**src/rtl/imem_loader_pkg.sv**
```systemverilog
// rtl/imem_loader_pkg.sv - loader FSM state encoding and byte-acceptance helper
package imem_loader_pkg;

    typedef enum logic [3:0] {
        LD_IDLE,
        LD_CNT_HI,
        LD_CNT_LO,
        LD_DATA_HI,
        LD_DATA_LO,
        LD_WRITE,
        LD_CHECK,
        LD_DONE,
        LD_ERROR
    } ld_state_e;

    // States in which the loader presents rx_ready and consumes one byte per transfer.
    function automatic logic accepts_byte(input ld_state_e s);
        return (s == LD_CNT_HI) || (s == LD_CNT_LO) || (s == LD_DATA_HI) ||
               (s == LD_DATA_LO) || (s == LD_CHECK);
    endfunction

endpackage

```
**src/rtl/imem_loader_byte_pair_asm.sv**
```systemverilog
// rtl/imem_loader_byte_pair_asm.sv - captures the high byte and presents {hi, current byte} as a word
module imem_loader_byte_pair_asm (
    input  logic        clk,
    input  logic        clear,
    input  logic        hi_en,
    input  logic [7:0]  byte_in,
    output logic [15:0] word_o
);

    logic [7:0] hi_q;
    logic [7:0] hi_d;

    always_comb begin
        hi_d = hi_q;
        if (hi_en) begin
            hi_d = byte_in;
        end
    end

    always_ff @(posedge clk) begin
        if (clear) begin
            hi_q <= 8'h00;
        end else begin
            hi_q <= hi_d;
        end
    end

    assign word_o = {hi_q, byte_in};

endmodule

```
**src/rtl/imem_loader.sv**
```systemverilog
// rtl/imem_loader.sv - byte-stream program loader writing 16-bit words into instruction memory
// Optional trailing checksum byte enabled by defining LOADER_CHECKSUM_EN.
module imem_loader
    import imem_loader_pkg::*;
#(
    parameter int ADDR_W = 8
) (
    input  logic              clk,
    input  logic              clear,
    input  logic              start,
    input  logic [7:0]        rx_data,
    input  logic              rx_valid,
    output logic              rx_ready,
    output logic              im_we,
    output logic [ADDR_W-1:0] im_addr,
    output logic [15:0]       im_wdata,
    output logic              cpu_hold,
    output logic              done,
    output logic              err,
    output logic [ADDR_W:0]   word_cnt
);

    localparam logic [16:0] MAX_WORDS = 17'(1) << ADDR_W;

    ld_state_e         state_q, state_d;
    logic              rx_ready_q, rx_ready_d;
    logic              im_we_q, im_we_d;
    logic [ADDR_W-1:0] im_addr_q, im_addr_d;
    logic [15:0]       im_wdata_q, im_wdata_d;
    logic              cpu_hold_q, cpu_hold_d;
    logic              done_q, done_d;
    logic              err_q, err_d;
    logic [ADDR_W:0]   word_cnt_q, word_cnt_d;
    logic [ADDR_W:0]   n_q, n_d;
`ifdef LOADER_CHECKSUM_EN
    logic [7:0]        sum_q, sum_d;
`endif

    logic        xfer;
    logic        hi_en;
    logic [15:0] pair_word;

    assign xfer  = rx_valid & rx_ready_q;
    // The count high byte and each payload high byte share one capture register.
    assign hi_en = xfer & ((state_q == LD_CNT_HI) | (state_q == LD_DATA_HI));

    imem_loader_byte_pair_asm u_pair (
        .clk     (clk),
        .clear   (clear),
        .hi_en   (hi_en),
        .byte_in (rx_data),
        .word_o  (pair_word)
    );

    always_comb begin
        state_d    = state_q;
        im_we_d    = 1'b0;
        im_addr_d  = im_addr_q;
        im_wdata_d = im_wdata_q;
        word_cnt_d = word_cnt_q;
        n_d        = n_q;
`ifdef LOADER_CHECKSUM_EN
        sum_d      = sum_q;
`endif
        case (state_q)
            LD_IDLE, LD_DONE, LD_ERROR: begin
                if (start) begin
                    state_d    = LD_CNT_HI;
                    word_cnt_d = '0;
                    im_addr_d  = '0;
`ifdef LOADER_CHECKSUM_EN
                    sum_d      = 8'h00;
`endif
                end
            end
            LD_CNT_HI: begin
                if (xfer) state_d = LD_CNT_LO;
            end
            LD_CNT_LO: begin
                if (xfer) begin
                    if ({1'b0, pair_word} > MAX_WORDS) begin
                        state_d = LD_ERROR;
                    end else begin
                        n_d = pair_word[ADDR_W:0];
                        if (pair_word == 16'h0000) begin
`ifdef LOADER_CHECKSUM_EN
                            state_d = LD_CHECK;
`else
                            state_d = LD_DONE;
`endif
                        end else begin
                            state_d = LD_DATA_HI;
                        end
                    end
                end
            end
            LD_DATA_HI: begin
                if (xfer) begin
                    state_d = LD_DATA_LO;
`ifdef LOADER_CHECKSUM_EN
                    sum_d   = sum_q + rx_data;
`endif
                end
            end
            LD_DATA_LO: begin
                if (xfer) begin
                    state_d    = LD_WRITE;
                    im_we_d    = 1'b1;
                    im_wdata_d = pair_word;
`ifdef LOADER_CHECKSUM_EN
                    sum_d      = sum_q + rx_data;
`endif
                end
            end
            LD_WRITE: begin
                im_addr_d  = im_addr_q + 1'b1;
                word_cnt_d = word_cnt_q + 1'b1;
                if (word_cnt_d == n_q) begin
`ifdef LOADER_CHECKSUM_EN
                    state_d = LD_CHECK;
`else
                    state_d = LD_DONE;
`endif
                end else begin
                    state_d = LD_DATA_HI;
                end
            end
`ifdef LOADER_CHECKSUM_EN
            LD_CHECK: begin
                if (xfer) state_d = (rx_data == sum_q) ? LD_DONE : LD_ERROR;
            end
`endif
            default: state_d = LD_IDLE;
        endcase

        // Status outputs are registered copies of what the next state implies.
        rx_ready_d = accepts_byte(state_d);
        cpu_hold_d = (state_d != LD_IDLE) && (state_d != LD_DONE);
        done_d     = (state_d == LD_DONE);
        err_d      = (state_d == LD_ERROR);
    end

    always_ff @(posedge clk) begin
        if (clear) begin
            state_q    <= LD_IDLE;
            rx_ready_q <= 1'b0;
            im_we_q    <= 1'b0;
            im_addr_q  <= '0;
            im_wdata_q <= 16'h0000;
            cpu_hold_q <= 1'b0;
            done_q     <= 1'b0;
            err_q      <= 1'b0;
            word_cnt_q <= '0;
            n_q        <= '0;
`ifdef LOADER_CHECKSUM_EN
            sum_q      <= 8'h00;
`endif
        end else begin
            state_q    <= state_d;
            rx_ready_q <= rx_ready_d;
            im_we_q    <= im_we_d;
            im_addr_q  <= im_addr_d;
            im_wdata_q <= im_wdata_d;
            cpu_hold_q <= cpu_hold_d;
            done_q     <= done_d;
            err_q      <= err_d;
            word_cnt_q <= word_cnt_d;
            n_q        <= n_d;
`ifdef LOADER_CHECKSUM_EN
            sum_q      <= sum_d;
`endif
        end
    end

    assign rx_ready = rx_ready_q;
    assign im_we    = im_we_q;
    assign im_addr  = im_addr_q;
    assign im_wdata = im_wdata_q;
    assign cpu_hold = cpu_hold_q;
    assign done     = done_q;
    assign err      = err_q;
    assign word_cnt = word_cnt_q;

endmodule

```
**config.mk**
```make
export PLATFORM = sky130hd
export DESIGN_NAME = imem_loader
export DESIGN_NICKNAME = d
export VERILOG_FILES = /design/src/rtl/imem_loader_pkg.sv /design/src/rtl/imem_loader_byte_pair_asm.sv /design/src/rtl/imem_loader.sv
export SDC_FILE = /design/constraint.sdc
export NUM_CORES = 1
export LEC_CHECK = 0
export ABC_AREA = 1
export CORE_MARGIN = 5
export CORE_UTILIZATION = 35
export CTS_CLUSTER_SIZE = 8
export DETAILED_ROUTE_END_ITERATION = 10
export SETUP_SLACK_MARGIN = 0.3
export SKIP_LAST_GASP = 1
export SYNTH_ARGS = -nofsm -noshare
export SYNTH_HDL_FRONTEND = slang
export SYNTH_SLANG_ARGS = --single-unit
```
**constraint.sdc**
```tcl
create_clock -name clk -period 1.7 [get_ports clk]
set_clock_uncertainty 0.2 [all_clocks]
set_input_delay 0.425 -clock clk [delete_from_list [all_inputs] [get_ports clk]]
set_output_delay 0.425 -clock clk [all_outputs]
set_load 0.005 [all_outputs]
```
==> impl_metrics.ini <==
[clock_tree]
path_clk_slew_ns = 0.08
hold_buffers = 0
clockRootBuffer = clkbuf_8
cts-buffers-inserted = 9
cts_buffer_depth = 2
cts_tree = done
htree_levels = 3
clk_latency_ns = 0.35
clock-sinks = 59

[cells_and_area]
nNetsFinal = 583
diodes = 0
fin_util = 0.676
fillers = 636
final_cell_mix = buf_4, buf_6, nand2_1, inv_1, dfxtp_2
final_common_cell = buf_4
syn2layout_area_growth_pct = 90.6
drive_above_1_share = 0.645

[min_path]
min-delay-start = im_wdata[9]
hp-class = reg -> reg

[critical_path]
cp_max_fo = 5
r2r_start = word_cnt[0]
critPathBufInv = 1
cp_cell_sequence = buf_6 > ha_4 > nand2_4 > nor2_4 > nand3b_1 > nand2_2 > nand2_1 > nand2_1 > nor2_2 > nand2_2 > nand2_4 > nor3b_2 > nor2_1
slowest_stage = dfxtp_4
crit_arrival_ns = 1.96
worstPathRequired_ns = 1.74
cp_top_family = simple AND/OR/NAND/NOR gates
max_stage_delay_ns = 0.36
critPathKind = reg -> reg
startpoint = word_cnt[0]
start_kind = flop
cp-end-kind = flop

[floorplan]
rows = 33
start_util = 0.355
die_h_um = 101
die_area_um2 = 10100
core_area_um2 = 8090
io_pins = 50
die_x_um = 101

[detailed_routing]
ant_nets = 0
drt_iter0_markers = 139
drc = 0
wl_per_cell_um = 14.9
routed_wl_um = 10100
drtPass1Iterations = 4
num_vias = 3429
viasPerCell = 5.05

[timing]
finalHoldViolCount = 0
rsz0062_at_grt = yes
setup_slack_ns = -0.214
setup_violations = 10
fin_crit_sh = 1.13
slew_viol_final = 0
relSlewSlack = 0.747
max_slew.worst_pin.slew_ns = 0.380
fmax_ghz = 0.522
tns_ns = -1.01
period_needed_ns = 1.91
whs_ns = 0.251

[pwr]
ir_drop_v = 0.000499
pwr_density_cell_nw_per_um2 = 587
leakagePower_uw = 0.00233

[yosys]
synth-seq-area-share = 0.411
ys.warnings.count = 0
yosysUniqueCellTypes = 36
syn_avg_cell_area_um2 = 6.97
syn_inst = 412
synth_top_area_cell = dfxtp_1
synth_edf_count = 0
synthesis.nets = 426
synth_ff_type = dfxtp_1
async_flop_share = 0
synth_top_area_share = 0.411
syn-cell-area_um2 = 2870
synth_seq_cells = 59
netlist_top_cells_area = dfxtp_1, nand2_1, a21oi_1

[outcome]
status = complete, but fails checks
violations = negative setup slack

[global_routing]
grt_pass1_vias = 3333
grt_pass1_wl_um = 15800
antenna_found_initial = 0
grt_overflow = 0
grtUsageTotal = 0.198
grt_max_degree = 27

[place]
io_buffers = 49
finalWeightedCongestion = 0.834
dp.final_hpwl_um = 5780

[flow_run]
cap_violations = 0
final cells by class:
type                    instances  area, um^2  share of cell area
repair buffers                159        1560               0.284
inverters                      55         236              0.0432
multi-input cells             284        2110               0.386
repair inverters                1        6.26             0.00114
clock inverters                 6        38.8             0.00709
clock buffers                  10         138              0.0251
well taps                     105         131              0.0240
flip-flops and latches         59        1260               0.230
final timing paths:
| check | depth (start not counted) | to | slack, ns |
|---|---|---|---|
| worst max-delay path | 13 | cpu_hold | -0.21 |
| worst min-delay path | 2 | im_wdata[9] | 0.25 |
| worst max register to register | 13 | cpu_hold | -0.21 |
| worst min register to register | 2 | im_wdata[9] | 0.25 |
registers in the layout, indices dropped and copies added (netlist names):
signal,count
n_q,9
word_cnt,9
im_we,1
u_pair.hi_q,8
rx_ready,1
im_wdata,16
done,1
err,1
state_q,4
im_addr,8
cpu_hold,1
routing by layer:
metal / share of wire / global-route usage
met1: 0.42 / 0.253
met2: 0.52 / 0.327
met3: 0.035 / 0.0339
met4: 0.026 / 0.0850
met5: 0 / 0
synth_stat cells (2+ instances only):
master	instances
a21oi_1	42
a21oi_2	2
buf_2	2
buf_4	2
clkbuf_1	9
dfxtp_1	59
ha_1	2
inv_1	50
inv_2	4
nand2_1	72
nand2_2	10
nand3_1	34
nand3b_1	3
nand4_1	9
nor2_1	45
nor2_2	5
nor2_4	2
nor3_1	2
o21ai_0	39
o21ai_1	2
xor2_1	2
cell families after synthesis:
logic type	after synthesis	synth area share
AND/OR/NAND/NOR	187	0.305
flip-flops	59	0.411
XOR/XNOR	3	0.00915
AO/OA/AOI/OAI	91	0.167
buffers and inverters	70	0.0989
adder cells (fa/ha/maj)	2	0.00871
per-stage QoR:
step / std cells / setup slack [ns] / instance area (um^2) / power [uW]
after global placement: 605 / -0.464 / 4010 / 1820
after global routing: 679 / -0.325 / 5470 / 3340
after floorplan: 412 / 0.00950 / 3050 / 1650
final: 679 / -0.214 / 5470 / 3210
after CTS: 665 / -0.177 / 4950 / 3110
after detailed placement: 605 / -0.515 / 4010 / 1820
worst reg2reg max path, cell delays in order, from the launching register on:
cell	delay, ns
dfxtp_4	0.36
buf_6	0.09
ha_4	0.15
nand2_4	0.08
nor2_4	0.09
nand3b_1	0.12
nand2_2	0.10
nand2_1	0.05
nand2_1	0.06
nor2_2	0.04
nand2_2	0.12
nand2_4	0.09
nor3b_2	0.20
nor2_1	0.06
repair_timing:
action	in CTS	in global routing
setup buffers	38	14
endpoints found under the setup margin	97	97
pin swaps	59	32
resized for setup	323	106
cloned	6	0
power by group:
group | internal, uW | total, uW | leakage (uW) | switching, uW
Combinational | 278 | 602 | 0.00174 | 324
Clock | 567 | 1190 | 0.0000929 | 625
Sequential | 1390 | 1420 | 0.000501 | 24.0
(Power assumes the default switching activity.)
